### config.mk
export PLATFORM = sky130hd
export DESIGN_NAME = vga_ctrl
export DESIGN_NICKNAME = d
export VERILOG_FILES = /design/src/rtl/vga_pkg.sv /design/src/rtl/vga_ctrl.sv
export SDC_FILE = /design/constraint.sdc
export NUM_CORES = 1
export LEC_CHECK = 0
export CAP_MARGIN = 0
export CORE_MARGIN = 2
export CORE_UTILIZATION = 48
export DETAILED_ROUTE_END_ITERATION = 10
export MAX_ROUTING_LAYER = met4
export PLACE_DENSITY = 0.82
export SLEW_MARGIN = 20
export SYNTH_ARGS = -nofsm -noshare
export SYNTH_HDL_FRONTEND = slang
export SYNTH_SLANG_ARGS = --single-unit
### constraint.sdc
create_clock -name vga_clk -period 2.7 [get_ports vga_clk]
set_clock_uncertainty 0.05 [all_clocks]
set_input_delay 0.54 -clock vga_clk [delete_from_list [all_inputs] [get_ports vga_clk]]
set_output_delay 0.54 -clock vga_clk [all_outputs]
set_load 0.02 [all_outputs]
### src/rtl/vga_pkg.sv
// VGA timing defaults (640x480@60, 25 MHz) and RGB565 colour constants.
// Shared by vga_ctrl and the screen generators.
package vga_pkg;

  localparam int VGA_H_SYNC  = 96;
  localparam int VGA_H_BACK  = 48;
  localparam int VGA_H_VALID = 640;
  localparam int VGA_H_FRONT = 16;

  localparam int VGA_V_SYNC  = 2;
  localparam int VGA_V_BACK  = 33;
  localparam int VGA_V_VALID = 480;
  localparam int VGA_V_FRONT = 10;

  localparam logic [15:0] BLACK = 16'h0000;
  localparam logic [15:0] WHITE = 16'hFFFF;
  localparam logic [15:0] GREEN = 16'h07E0;
  localparam logic [15:0] BLUE  = 16'h001F;

  localparam logic [9:0] PIX_NONE = 10'h3FF;

endpackage

### src/rtl/vga_ctrl.sv
// VGA timing generator: h/v counters, active/sync decode, one output stage.
// Ports: vga_clk, sys_rst (async, high), pix_data in; pix_x/pix_y (comb),
// hsync/vsync (low), rgb, rgb_valid, frame_start (registered) out.
module vga_ctrl
  import vga_pkg::*;
#(
  parameter int H_SYNC  = VGA_H_SYNC,
  parameter int H_BACK  = VGA_H_BACK,
  parameter int H_VALID = VGA_H_VALID,
  parameter int H_FRONT = VGA_H_FRONT,
  parameter int V_SYNC  = VGA_V_SYNC,
  parameter int V_BACK  = VGA_V_BACK,
  parameter int V_VALID = VGA_V_VALID,
  parameter int V_FRONT = VGA_V_FRONT
) (
  input  logic        vga_clk,
  input  logic        sys_rst,
  input  logic [15:0] pix_data,
  output logic [9:0]  pix_x,
  output logic [9:0]  pix_y,
  output logic        hsync,
  output logic        vsync,
  output logic [15:0] rgb,
  output logic        rgb_valid,
  output logic        frame_start
);

  localparam int H_TOTAL = H_SYNC + H_BACK + H_VALID + H_FRONT;
  localparam int V_TOTAL = V_SYNC + V_BACK + V_VALID + V_FRONT;

  localparam logic [9:0] H_LAST  = 10'(H_TOTAL - 1);
  localparam logic [9:0] V_LAST  = 10'(V_TOTAL - 1);
  localparam logic [9:0] H_START = 10'(H_SYNC + H_BACK);
  localparam logic [9:0] V_START = 10'(V_SYNC + V_BACK);
  // exclusive upper bounds of the active window
  localparam logic [9:0] H_END   = 10'(H_SYNC + H_BACK + H_VALID);
  localparam logic [9:0] V_END   = 10'(V_SYNC + V_BACK + V_VALID);
  localparam logic [9:0] H_SW    = 10'(H_SYNC);
  localparam logic [9:0] V_SW    = 10'(V_SYNC);

  logic [9:0]  h_cnt_q, h_cnt_d;
  logic [9:0]  v_cnt_q, v_cnt_d;
  logic [15:0] rgb_q, rgb_d;
  logic        rgb_valid_q, rgb_valid_d;
  logic        hsync_q, hsync_d;
  logic        vsync_q, vsync_d;
  logic        frame_start_q, frame_start_d;
  logic        active;

  always_comb begin
    h_cnt_d = h_cnt_q + 10'd1;
    v_cnt_d = v_cnt_q;
    if (h_cnt_q == H_LAST) begin
      h_cnt_d = '0;
      if (v_cnt_q == V_LAST) v_cnt_d = '0;
      else                   v_cnt_d = v_cnt_q + 10'd1;
    end

    active = (h_cnt_q >= H_START) && (h_cnt_q < H_END)
          && (v_cnt_q >= V_START) && (v_cnt_q < V_END);

    pix_x = PIX_NONE;
    pix_y = PIX_NONE;
    if (active) begin
      pix_x = h_cnt_q - H_START;
      pix_y = v_cnt_q - V_START;
    end

    rgb_d         = active ? pix_data : BLACK;
    rgb_valid_d   = active;
    hsync_d       = !(h_cnt_q < H_SW);
    vsync_d       = !(v_cnt_q < V_SW);
    frame_start_d = (h_cnt_q == '0) && (v_cnt_q == '0);
  end

  always_ff @(posedge vga_clk or posedge sys_rst) begin
    if (sys_rst) begin
      h_cnt_q       <= '0;
      v_cnt_q       <= '0;
      rgb_q         <= BLACK;
      rgb_valid_q   <= 1'b0;
      hsync_q       <= 1'b1;
      vsync_q       <= 1'b1;
      frame_start_q <= 1'b0;
    end else begin
      h_cnt_q       <= h_cnt_d;
      v_cnt_q       <= v_cnt_d;
      rgb_q         <= rgb_d;
      rgb_valid_q   <= rgb_valid_d;
      hsync_q       <= hsync_d;
      vsync_q       <= vsync_d;
      frame_start_q <= frame_start_d;
    end
  end

  assign rgb         = rgb_q;
  assign rgb_valid   = rgb_valid_q;
  assign hsync       = hsync_q;
  assign vsync       = vsync_q;
  assign frame_start = frame_start_q;

endmodule

# ---- Word-level counts from Yosys, hierarchy flattened
# Cells that the tools add are included.
dict set report word_totals {
  in_bits 18
  ff_bits 40
}
dict set report classes {
  reduce_logical 8
  muxes 5
  n_eq_ne 2
  order_cmp 6
  addsub 4
}
# cell n
set ops {}
lappend ops {{$mux 10} 4}
lappend ops {{$add 10x1->10 const B} 2}
lappend ops {{$eq 10x10->1 const B} 2}
lappend ops {{$logic_not 10->1} 2}
lappend ops {{$lt 10x10->1 const B} 2}
lappend ops {{$mux 16} 1}
lappend ops {{$ge 10x6->1 const B} 1}
lappend ops {{$ge 10x8->1 const B} 1}
lappend ops {{$lt 10x2->1 const B} 1}
lappend ops {{$lt 10x7->1 const B} 1}
lappend ops {{$sub 10x6->10 const B} 1}
lappend ops {{$sub 10x8->10 const B} 1}
lappend ops {{$logic_and 1x1->1} 4}
lappend ops {{$logic_not 1->1} 2}

# ---- Longest topological paths before layout
# Gate-level depths: netlist (run 1).
dict set report logic_depth {
  depth_word 5
  depth_mapped 7
  ltp_nobuf 6
}

# ---- Least setup slack after synthesis (run 1)
# Ideal clock, no wire load.
dict set report synth_timing {
  path_kind {flip-flop to output port}
  from {register v_cnt_q[0]}
  to {output port pix_x[7]}
  setup_slack_ps 283
  path_buffers 1
  path_stages_with_launch 7
  arrival_time_ps 1827
  cell_sequence {dfrtp_1 > ha_1 > nor3_1 > nand3_1 > a221oi_2 > buf_2 > nand3_1}
}
dict set report synth_between {
  elab_chain_cells 4
  elab_cells_between_ends 5
}
# item line_no
set synth_rtl {}
lappend synth_rtl {{start, declared} vga_ctrl.sv:42} ;# logic [9:0] v_cnt_q, v_cnt_d;
lappend synth_rtl {{start signal, assigned} vga_ctrl.sv:87} ;# v_cnt_q <= v_cnt_d;
lappend synth_rtl {{$ge 10x6->1} vga_ctrl.sv:60} ;# && (v_cnt_q >= V_START) && (v_cnt_q < V_END);
lappend synth_rtl {{$logic_and 1x1->1} vga_ctrl.sv:60}
lappend synth_rtl {{$logic_and 1x1->1 (*)} vga_ctrl.sv:60}
lappend synth_rtl {{$mux 10 (*)} vga_ctrl.sv:64} ;# if (active) begin
lappend synth_rtl {{end, declared} vga_ctrl.sv:19} ;# output logic [9:0] pix_x,
# Every way passes the cells marked *; elsewhere a longest branch is shown, timed or not.

# ---- Worst setup path after layout (run 1)
dict set report layout_timing {
  from {register h_cnt_q[1]}
  to {output port pix_x[0]}
}
dict set report layout_between {
  elab_chain_cells 5
  elab_cells_between_ends 6
}
# item line_no
set layout_rtl {}
lappend layout_rtl {{start, declared} vga_ctrl.sv:41} ;# logic [9:0] h_cnt_q, h_cnt_d;
lappend layout_rtl {{start signal, assigned} vga_ctrl.sv:86} ;# h_cnt_q <= h_cnt_d;
lappend layout_rtl {{$ge 10x8->1 / $lt 10x10->1 (equally long branches)} vga_ctrl.sv:59} ;# active = (h_cnt_q >= H_START) && (h_cnt_q < H_END)
lappend layout_rtl {{$logic_and 1x1->1 (*)} vga_ctrl.sv:59}
lappend layout_rtl {{$logic_and 1x1->1 (*) (2 in a row)} vga_ctrl.sv:60}
lappend layout_rtl {{$mux 10 (*)} vga_ctrl.sv:64}
# Marks and branches as above.

==> run summary, run 1 <==
Hold-fix buffers at CTS: 0
Layout area overhead: 56.49%
Crit path DAT: 2260 ps
Critical Path RT: 2110 ps
H-tree depth: 2
Critical path class: reg -> out
Finished Cell Area: 0.003425 sq mm
Pleak: 1.651 nW
Core area: 0.004384 sq mm
Max_cap viols: 0
Top post-synthesis cells by count: dfrtp_1 (38), and3_1 (20), nand2_1 (20), nand3_1 (20), nor2_1 (15)
Initial drt markers: 113
Worst-skew pair later-pin latency: 310 ps
PwrDens: 335.2 mW/mm^2
Overall power: 1.148 mW
EDFF count, synth: 0
Remaining global-route overflow: 0
Seq/Total Area, Yosys: 45.85%
TritonRoute pass-1 iters: 5
Chip Width: 71.52 um
CP max FO: 5
Row count: 24
GPL Wtd Cong: 0.9063
CTS Buffer Depth: 2
Final WS setup: -148.0 ps
Die Height: 71.52 um
DPL Wire Length: 4167 um
Fmax: 351.1 MHz
Fin. max-slew vios: 0
# nets final: 357
Clock slew at reported path FFs: 80 ps
Syn Area/Cell: 9.433 sq um
Dpl ws: -186.2 ps
# DRC: 0
Post-detailed-route via-to-cell ratio: 5.628
Yosys top cell area share: 43.45%
Final wirelength: 6330 um
Placed Instances: 362
Final period util: 105.5%
Fillers: 298
Hold Vio Cnt, Final: 0
Initial core utilization: 49.91%
Die area: 0.005115 sq mm
Synthesized instance count: 232
Failing checks: negative setup slack
Hold Path Class: reg -> reg
Post-Layout Cell Count: 384
Synth cell types: 42
Crit path launch type: flip-flop
Top-count cell post-synth: dfrtp_1
Total CTS buffers: 5
Ys async rst share: 100.0%
Setup-failing EPs final: 20
Synthesized flop and latch total: 40
CTS tree: done
Vias in the first global route: 2,010
Initial antenna violation count: 0
Largest net degree at the start of global routing: 41
Port bufs: 57
Clock sinks: 40
Min Clock Period, post-route: 2848 ps
Via count: 2,161
Syn. warnings: 0
Per-cell routed wire length: 16.48 um
Antenna diodes: 0
First-pass GRT wire length: 9791 um
Netlist area before placement: 0.002188 sq mm
# IOs: 58
Clock root cell: clkbuf_8
Worst Max-Slew Pin Slew: 510.9 ps
VDD IR max: 0.0002019 V
Main synth FF type: dfrtp_1
Post-synth net total: 258
Area contributors post-synth: dfrtp_1 (43%), and3_1 (5.7%), ha_1 (4.6%), nand3_1 (4.6%), xnor2_1 (4.4%)
Rel. slew slack: 65.94%
Post-synth top area cell: dfrtp_1
CP Capture Type: output pin
GRT Total Usage: 25.51%
Fraction of layout cells with a size suffix above 1: 33.13%
RSZ-0062 raised after global routing: true
Run status: complete, but fails checks
Dpl cell area: 0.003029 sq mm
Antenna Nets Post-Route: 0
path summary, 6_finish.rpt:
kind / start / end / slack [ps] / cells past startpoint
worst min register to register: v_cnt_q[7]$_DFFE_PP0N_ / vsync$_DFF_PP1_ / 530 / 2
worst max-delay path: h_cnt_q[1]$_DFF_PP0_ / pix_x[0] / -150 / 10
max in group asynchronous: sys_rst / vsync$_DFF_PP1_ / 1630 / 3
min in group asynchronous: sys_rst / v_cnt_q[6]$_DFFE_PP0N_ / 600 / 3
worst max register to register: h_cnt_q[5]$_DFF_PP0_ / rgb[8]$_DFF_PP0_ / 460 / 10
worst min-delay path: v_cnt_q[7]$_DFFE_PP0N_ / vsync$_DFF_PP1_ / 530 / 2
sequential cells by signal, summed over array words and instances, names as in the netlist:
signal	count
h_cnt_q	10
v_cnt_q	10
vsync	1
frame_start	1
rgb	16
rgb_valid	1
hsync	1
cell usage in the layout, fill, tap and decap left out, types with 3 or more instances in the layout:
cell and instances:
a21oi_1 9, and2_1 3, and3_1 20, buf_4 50, buf_6 22, clkbuf_8 5
clkdlybuf4s50_1 37, dfrtp_1 38, ha_1 7, inv_1 8, nand2_1 18, nand3_1 8
nand3_2 9, nand3_4 3, nand4_1 7, nor2_1 15, nor3_1 3, o21ai_0 6
or3_1 4, xnor2_1 11, xor2_1 7
where the power goes:
group          switching (mW)  internal [mW]
sequential                  0          0.599
combinational          0.0144         0.0223
clock                   0.234          0.279
layer usage:
| metal | track usage (%) | wire, um | vias to the layer above |
|---|---|---|---|
| li1 | - | - | 1001 |
| met1 | 32.06 | 2555 | 1038 |
| met2 | 41.26 | 3148 | 114 |
| met3 | 4.219 | 547 | 8 |
| met4 | 10.06 | 79 | 0 |
| met5 | - | 0 | - |
stage by stage:
stage	setup TNS (ps)	util (%)	hold slack [ps]
after floorplan	0	-	397.3
after global placement	-1045	69.09	464.9
after detailed placement	-2638	69.09	481.6
after CTS	-1569	73.97	517.4
after global routing	-3925	78.11	557.8
final	-2133	78.11	530.6
timing repair:
action,in CTS,in global routing
setup buffers,13,7
gates resized for setup,114,40
setup endpoints to repair,20,20
hold endpoints to repair,0,0
pin swaps,4,9
final cells by class:
class	instances	area, sq um	area share, %
Multi-Input combinational cell	163	1200	35.04
Sequential cell	40	1003	29.30
Timing Repair Buffer	111	1003	29.30
Clock buffer	5	68.82	2.010
Tap cell	52	65.06	1.900
Clock inverter	3	46.29	1.352
Inverter	10	37.54	1.096
worst max-delay path, stage by stage (launching register included):
cell,delay [ps]
dfrtp_1,400
inv_2,90
ha_4,120
nor3b_4,190
nand4b_1,160
buf_4,180
a221oi_4,270
buf_6,160
buf_6,120
nand3_1,90
buf_2,170
logic make-up (layout without fill, tap and decap cells):
logic type | Yosys count | after routing | synth area share [%]
XOR/XNOR | 18 | 18 | 7.204
adder cells (fa/ha/maj) | 8 | 8 | 4.574
buffers and inverters | 29 | 129 | 6.061
AND/OR/NAND/NOR | 110 | 110 | 27.56
multiplexers | 1 | 1 | 0.4574
flip-flops | 40 | 40 | 45.85
AO/OA/AOI/OAI | 26 | 26 | 8.290
Note: power is estimated with default switching activity, not from simulation.
==> inputs of run 2 (changes only) <==
--- a/config.mk
+++ b/config.mk
@@ -7,10 +7,12 @@
 export LEC_CHECK = 0
 export CAP_MARGIN = 0
 export CORE_MARGIN = 2
-export CORE_UTILIZATION = 48
+export CORE_UTILIZATION = 40
+export CTS_CLUSTER_DIAMETER = 100
 export DETAILED_ROUTE_END_ITERATION = 10
+export GPL_ROUTABILITY_DRIVEN = 0
 export MAX_ROUTING_LAYER = met4
-export PLACE_DENSITY = 0.82
+export PLACE_DENSITY = 0.71
 export SLEW_MARGIN = 20
 export SYNTH_ARGS = -nofsm -noshare
 export SYNTH_HDL_FRONTEND = slang
==> run 2 against run 1 <==
Effect of this change: the run still ends with negative setup slack left; maximum frequency up 5.0%; global-route usage down 4.9 points; core utilization fell by 13 points; sequential power about the same; total power shrank 2.6%; design area is 0.47% lower; sequential share of layout area is 0.14 points higher; clock-buffer cell count up 1; cell count rose by 3.9%; critical path type unchanged; highest routed layer unchanged.
==> run summary, run 2 (same netlist as run 1, synthesis figures left out) <==
Run status: complete, but fails checks
Failing checks: negative setup slack
Delay-heaviest family, CP: simple AND/OR/NAND/NOR gates
Layout area overhead: 55.75%
CTS tree: done
Fin. max-slew vios: 0
Slowest CP cell: dfrtp_1
Worst Max-Slew Pin Slew: 483.2 ps
Chip Width: 77.97 um
# DRC: 0
Crit path DAT: 2120 ps
Hold Vio Cnt, Final: 0
Initial core utilization: 42.04%
RSZ-0062 raised after global routing: true
Placed Instances: 379
Setup-failing EPs final: 2
First-pass GRT wire length: 9735 um
Worst Reg-to-Reg Cells: 7
Initial drt markers: 103
CTS Buffer Depth: 2
Sw Ratio: 19.94%
Post-Layout Cell Count: 399
Pleak: 1.638 nW
Worst-skew pair later-pin latency: 290 ps
Per-cell routed wire length: 14.90 um
Crit path launch type: flip-flop
Initial antenna violation count: 0
Min-delay src: v_cnt_q[6]$_DFFE_PP0N_
Final WS setup: -12.46 ps
Antenna Nets Post-Route: 0
Sequential share of power: 53.5%
PwrDens: 328.1 mW/mm^2
Vias in the first global route: 2,029
Crit-path max cell delay: 400 ps
Most frequent cells in the layout: buf_4 (48), dfrtp_1 (38), clkdlybuf4s50_1 (37)
CP Buf/Inv Count: 2
R2r endpoint: v_cnt_q[4]$_DFFE_PP0N_
Crit path depth: 7
Fraction of layout cells with a size suffix above 1: 31.00%
CP cell instances: inv_2 > ha_4 > nor3b_4 > nand4b_1 > a221o_1 > or3_1 > buf_6
Core area: 0.005205 sq mm
Clock root cell: clkbuf_8
Pint: 0.8953 mW
CP Capture Type: output pin
Antenna diodes: 0
Clk pwr share: 43.2%
Die Height: 77.97 um
Final wirelength: 5945 um
CP max FO: 4
Rel. slew slack: 67.79%
R2r setup slk: 710 ps
Final period util: 100.5%
Max_cap viols: 0
Overall power: 1.118 mW
Clock slew at reported path FFs: 80 ps
DPL Wire Length: 4044 um
Via count: 2,065
Port bufs: 57
Post-detailed-route via-to-cell ratio: 5.175
Min Clock Period, post-route: 2712 ps
Largest net degree at the start of global routing: 41
Critical path class: reg -> out
R2R Path Start: h_cnt_q[0]$_DFF_PP0_
H-tree depth: 2
GRT Total Usage: 20.65%
Critical Path RT: 2110 ps
Most common cell after layout, fill and taps aside: buf_4
Die area: 0.006079 sq mm
Worst hold path stage count: 2
VDD IR max: 0.0002245 V
Fillers: 425
TritonRoute pass-1 iters: 4
Total CTS buffers: 5
# nets final: 354
Combinational share of power: 3.3%
Clock sinks: 40
Hold-fix buffers at CTS: 0
Hold-critical path endpoint: vsync$_DFF_PP1_
# IOs: 58
Remaining global-route overflow: 0
Row count: 26
Hold Path Class: reg -> reg
Fmax: 368.7 MHz
Sw Pwr: 0.2231 mW
Max reg flops: 16
==> run 2: layer usage <==
layer	part of all wire [%]	wire length [um]	vias to the layer above	global-route usage, %
met5	0	0	-	-
met4	3.0	181	0	8.772
met3	5.6	335	16	3.605
met2	47	2789	76	30.26
met1	44	2639	975	28.25
li1	-	-	998	-
==> run 2: worst max-delay path by stage <==
stage                            from        to  slack [ps]
2_1_floorplan  v_cnt_q[0]$_DFFE_PP0N_  pix_x[7]         280
3_5_place_dp     h_cnt_q[1]$_DFF_PP0_  pix_y[1]         -80
4_1_cts          h_cnt_q[1]$_DFF_PP0_  pix_y[1]         -30
5_1_grt          h_cnt_q[1]$_DFF_PP0_  pix_x[2]        -120
6_report         h_cnt_q[1]$_DFF_PP0_  pix_y[1]         -10
3_3_place_gp     h_cnt_q[0]$_DFF_PP0_  pix_y[1]         -50
==> run 2: metrics by stage <==
step / cell area, sq um / hold WS (ps) / worst slack (ps) / util, % / TNS (ps)
5_1_grt: 3408 / 551.1 / -115.9 / 65.48 / -1508
6_report: 3408 / 525.5 / -12.46 / 65.48 / -14.26
4_1_cts: 3158 / 500.2 / -33.33 / 60.67 / -70.77
3_3_place_gp: 3044 / 459.6 / -52.60 / 58.49 / -89.79
3_5_place_dp: 3044 / 467.7 / -76.22 / 58.49 / -220.4
2_1_floorplan: 2188 / 397.3 / 283.0 / - / 0
==> run 2: timing repair <==
action / in CTS / in global routing
gates resized for setup: 91 / 57
gates cloned: 1 / 0
setup buffers: 8 / 3
pin swaps: 4 / 6
setup endpoints to repair: 20 / 20
==> run 2: cell type report <==
class / instances / area (sq um) / area share [%]
tap: 70 / 87.58 / 2.570
sequential: 40 / 1003 / 29.44
clock inverter: 2 / 35.03 / 1.028
timing repair buffer: 108 / 983.4 / 28.85
clock buffer: 6 / 72.57 / 2.129
inverter: 10 / 37.54 / 1.101
multi-input combinational: 163 / 1189 / 34.88
==> run 2: power groups by stage <==
stage          sequential [mW]  combinational, mW  clock [mW]
6_report                 0.599             0.0364       0.483
5_1_grt                  0.599             0.0411       0.533
4_1_cts                  0.599             0.0376       0.493
3_5_place_dp             0.610             0.0372           0
3_3_place_gp             0.610             0.0376           0
2_1_floorplan            0.610            0.00893           0
==> run 2: worst min-delay path, stage by stage, from the launching register on <==
cell and delay, ps:
dfrtp_1 380, nor4_1 90, nand2_1 70
==> inputs of run 3 (changes only) <==
--- a/config.mk
+++ b/config.mk
@@ -8,6 +8,7 @@
 export CAP_MARGIN = 0
 export CORE_MARGIN = 2
 export CORE_UTILIZATION = 40
+export CTS_BUF_LIST = sky130_fd_sc_hd__clkbuf_8 sky130_fd_sc_hd__clkbuf_16
 export CTS_CLUSTER_DIAMETER = 100
 export DETAILED_ROUTE_END_ITERATION = 10
 export GPL_ROUTABILITY_DRIVEN = 0
==> run 3 against run 2 <==
Effect of this change: the run still ends with negative setup slack left; combinational power barely moved; core utilization did not move; routed wire length barely moved; register-to-register slack barely moved; sequential power barely moved; critical path depth did not move; total power fell by 0.22%; hold slack got worse by 1.7 ps; design area did not move; critical path type unchanged.
==> run summary, run 3 (same netlist as run 1, synthesis figures left out) <==
Max_cap viols: 0
Critical path class: reg -> out
# IOs: 58
Run status: complete, but fails checks
Largest net degree at the start of global routing: 41
Overall power: 1.116 mW
Worst Reg-to-Reg Cells: 7
CP max FO: 4
Antenna Nets Post-Route: 0
CTS tree: done
Pleak: 1.642 nW
Per-cell routed wire length: 14.91 um
Row count: 26
Setup TNS: -14.23 ps
First-pass GRT wire length: 9735 um
Crit path launch type: flip-flop
CP Capture Type: output pin
Initial core utilization: 42.04%
Chip Width: 77.97 um
VDD IR max: 0.0002245 V
Failing checks: negative setup slack
GRT Total Usage: 20.65%
Die Height: 77.97 um
Crit path DAT: 2120 ps
Initial drt markers: 103
Worst-skew pair later-pin latency: 290 ps
Hold Path Class: reg -> reg
Fraction of layout cells with a size suffix above 1: 31.00%
Final period util: 100.5%
Fin. max-slew vios: 0
Hold Vio Cnt, Final: 0
Clock sinks: 40
Most common cell after layout, fill and taps aside: buf_4
Final wirelength: 5948 um
Vias in the first global route: 2,029
Final WS setup: -12.45 ps
Max reg flops: 16
Post-detailed-route via-to-cell ratio: 5.173
DPL Wire Length: 4044 um
Core area: 0.005205 sq mm
Fmax: 368.7 MHz
# nets final: 354
R2R Path Start: h_cnt_q[0]$_DFF_PP0_
Setup-failing EPs final: 2
Initial antenna violation count: 0
Rel. slew slack: 67.79%
R2r setup slk: 710 ps
Port bufs: 57
PwrDens: 327.4 mW/mm^2
Total CTS buffers: 5
Clock root cell: clkbuf_8
Layout area overhead: 55.75%
CTS Buffer Depth: 2
Worst setup path start: h_cnt_q[1]$_DFF_PP0_
H-tree depth: 2
TritonRoute pass-1 iters: 4
RSZ-0062 raised after global routing: true
CP Capture Point: pix_y[1]
R2r endpoint: v_cnt_q[4]$_DFFE_PP0N_
# DRC: 0
Hold-fix buffers at CTS: 0
Critical Path RT: 2110 ps
Die area: 0.006079 sq mm
Most frequent cells in the layout: buf_4 (48), dfrtp_1 (38), clkdlybuf4s50_1 (37)
Antenna diodes: 0
Remaining global-route overflow: 0
Clock slew at reported path FFs: 80 ps
Min Clock Period, post-route: 2712 ps
Via count: 2,064
Worst Max-Slew Pin Slew: 483.1 ps
-- run 3: cell count changes in the layout (fill, tap and decap cells not counted), sizes merged --
cell and delta:
clkbuf -1, inv +1
-- run 3: per-layer routing --
layer | routed length (um) | track usage, %
met5 | 0 | -
met4 | 181 | 8.772
met3 | 335 | 3.605
met2 | 2786 | 30.26
met1 | 2645 | 28.25
-- run 3: metrics by stage --
step	instance area (sq um)	worst slack [ps]	utilization [%]	instances	hold slack, ps
final	3408	-12.45	65.48	399	523.8
after global routing	3408	-115.9	65.48	399	550.6
after CTS	3158	-33.33	60.67	396	500.2
after detailed placement	3044	-76.22	58.49	379	467.7
after global placement	3044	-52.60	58.49	379	459.6
after floorplan	2188	283.0	-	232	397.3
-- run 3: layout make-up --
class	count	area (sq um)
Clock buffer	5	68.82
Clock inverter	3	38.79
Fill cell	425	1797
Inverter	10	37.54
Multi-Input combinational cell	163	1189
Sequential cell	40	1003
Tap cell	70	87.58
Timing Repair Buffer	108	983.4
-- run 3: power breakdown --
part | leakage (nW) | total (mW) | internal (mW) | switching (mW)
logic | 1.05 | 0.0364 | 0.0223 | 0.0140
registers | 0.537 | 0.599 | 0.599 | 0
clock network | 0.0593 | 0.481 | 0.271 | 0.210
total | 1.64 | 1.12 | 0.892 | 0.224
-- run 3: worst min-delay path by stage --
stage | from | slack (ps) | end | cells after the start
after floorplan | h_cnt_q[0]$_DFF_PP0_ | 400 | h_cnt_q[0]$_DFF_PP0_ | 1
after global placement | h_cnt_q[0]$_DFF_PP0_ | 460 | h_cnt_q[0]$_DFF_PP0_ | 2
after detailed placement | h_cnt_q[0]$_DFF_PP0_ | 470 | h_cnt_q[0]$_DFF_PP0_ | 2
after CTS | h_cnt_q[0]$_DFF_PP0_ | 500 | h_cnt_q[0]$_DFF_PP0_ | 2
after global routing | v_cnt_q[6]$_DFFE_PP0N_ | 550 | vsync$_DFF_PP1_ | 2
final | v_cnt_q[6]$_DFFE_PP0N_ | 520 | vsync$_DFF_PP1_ | 2
-- run 3: worst max-delay path: stages, from the launching register on --
cell and delay (ps):
dfrtp_1 400, inv_2 90, ha_4 120, nor3b_4 180, nand4b_1 150, a221o_1 390
or3_1 350, buf_6 140
-- run 3: what timing repair did --
item | 4_1_cts | 5_1_grt
endpoints found under the setup margin | 20 | 20
cloned | 1 | 0
pin swaps | 4 | 6
gates resized for setup | 91 | 57
buffers inserted | 8 | 3
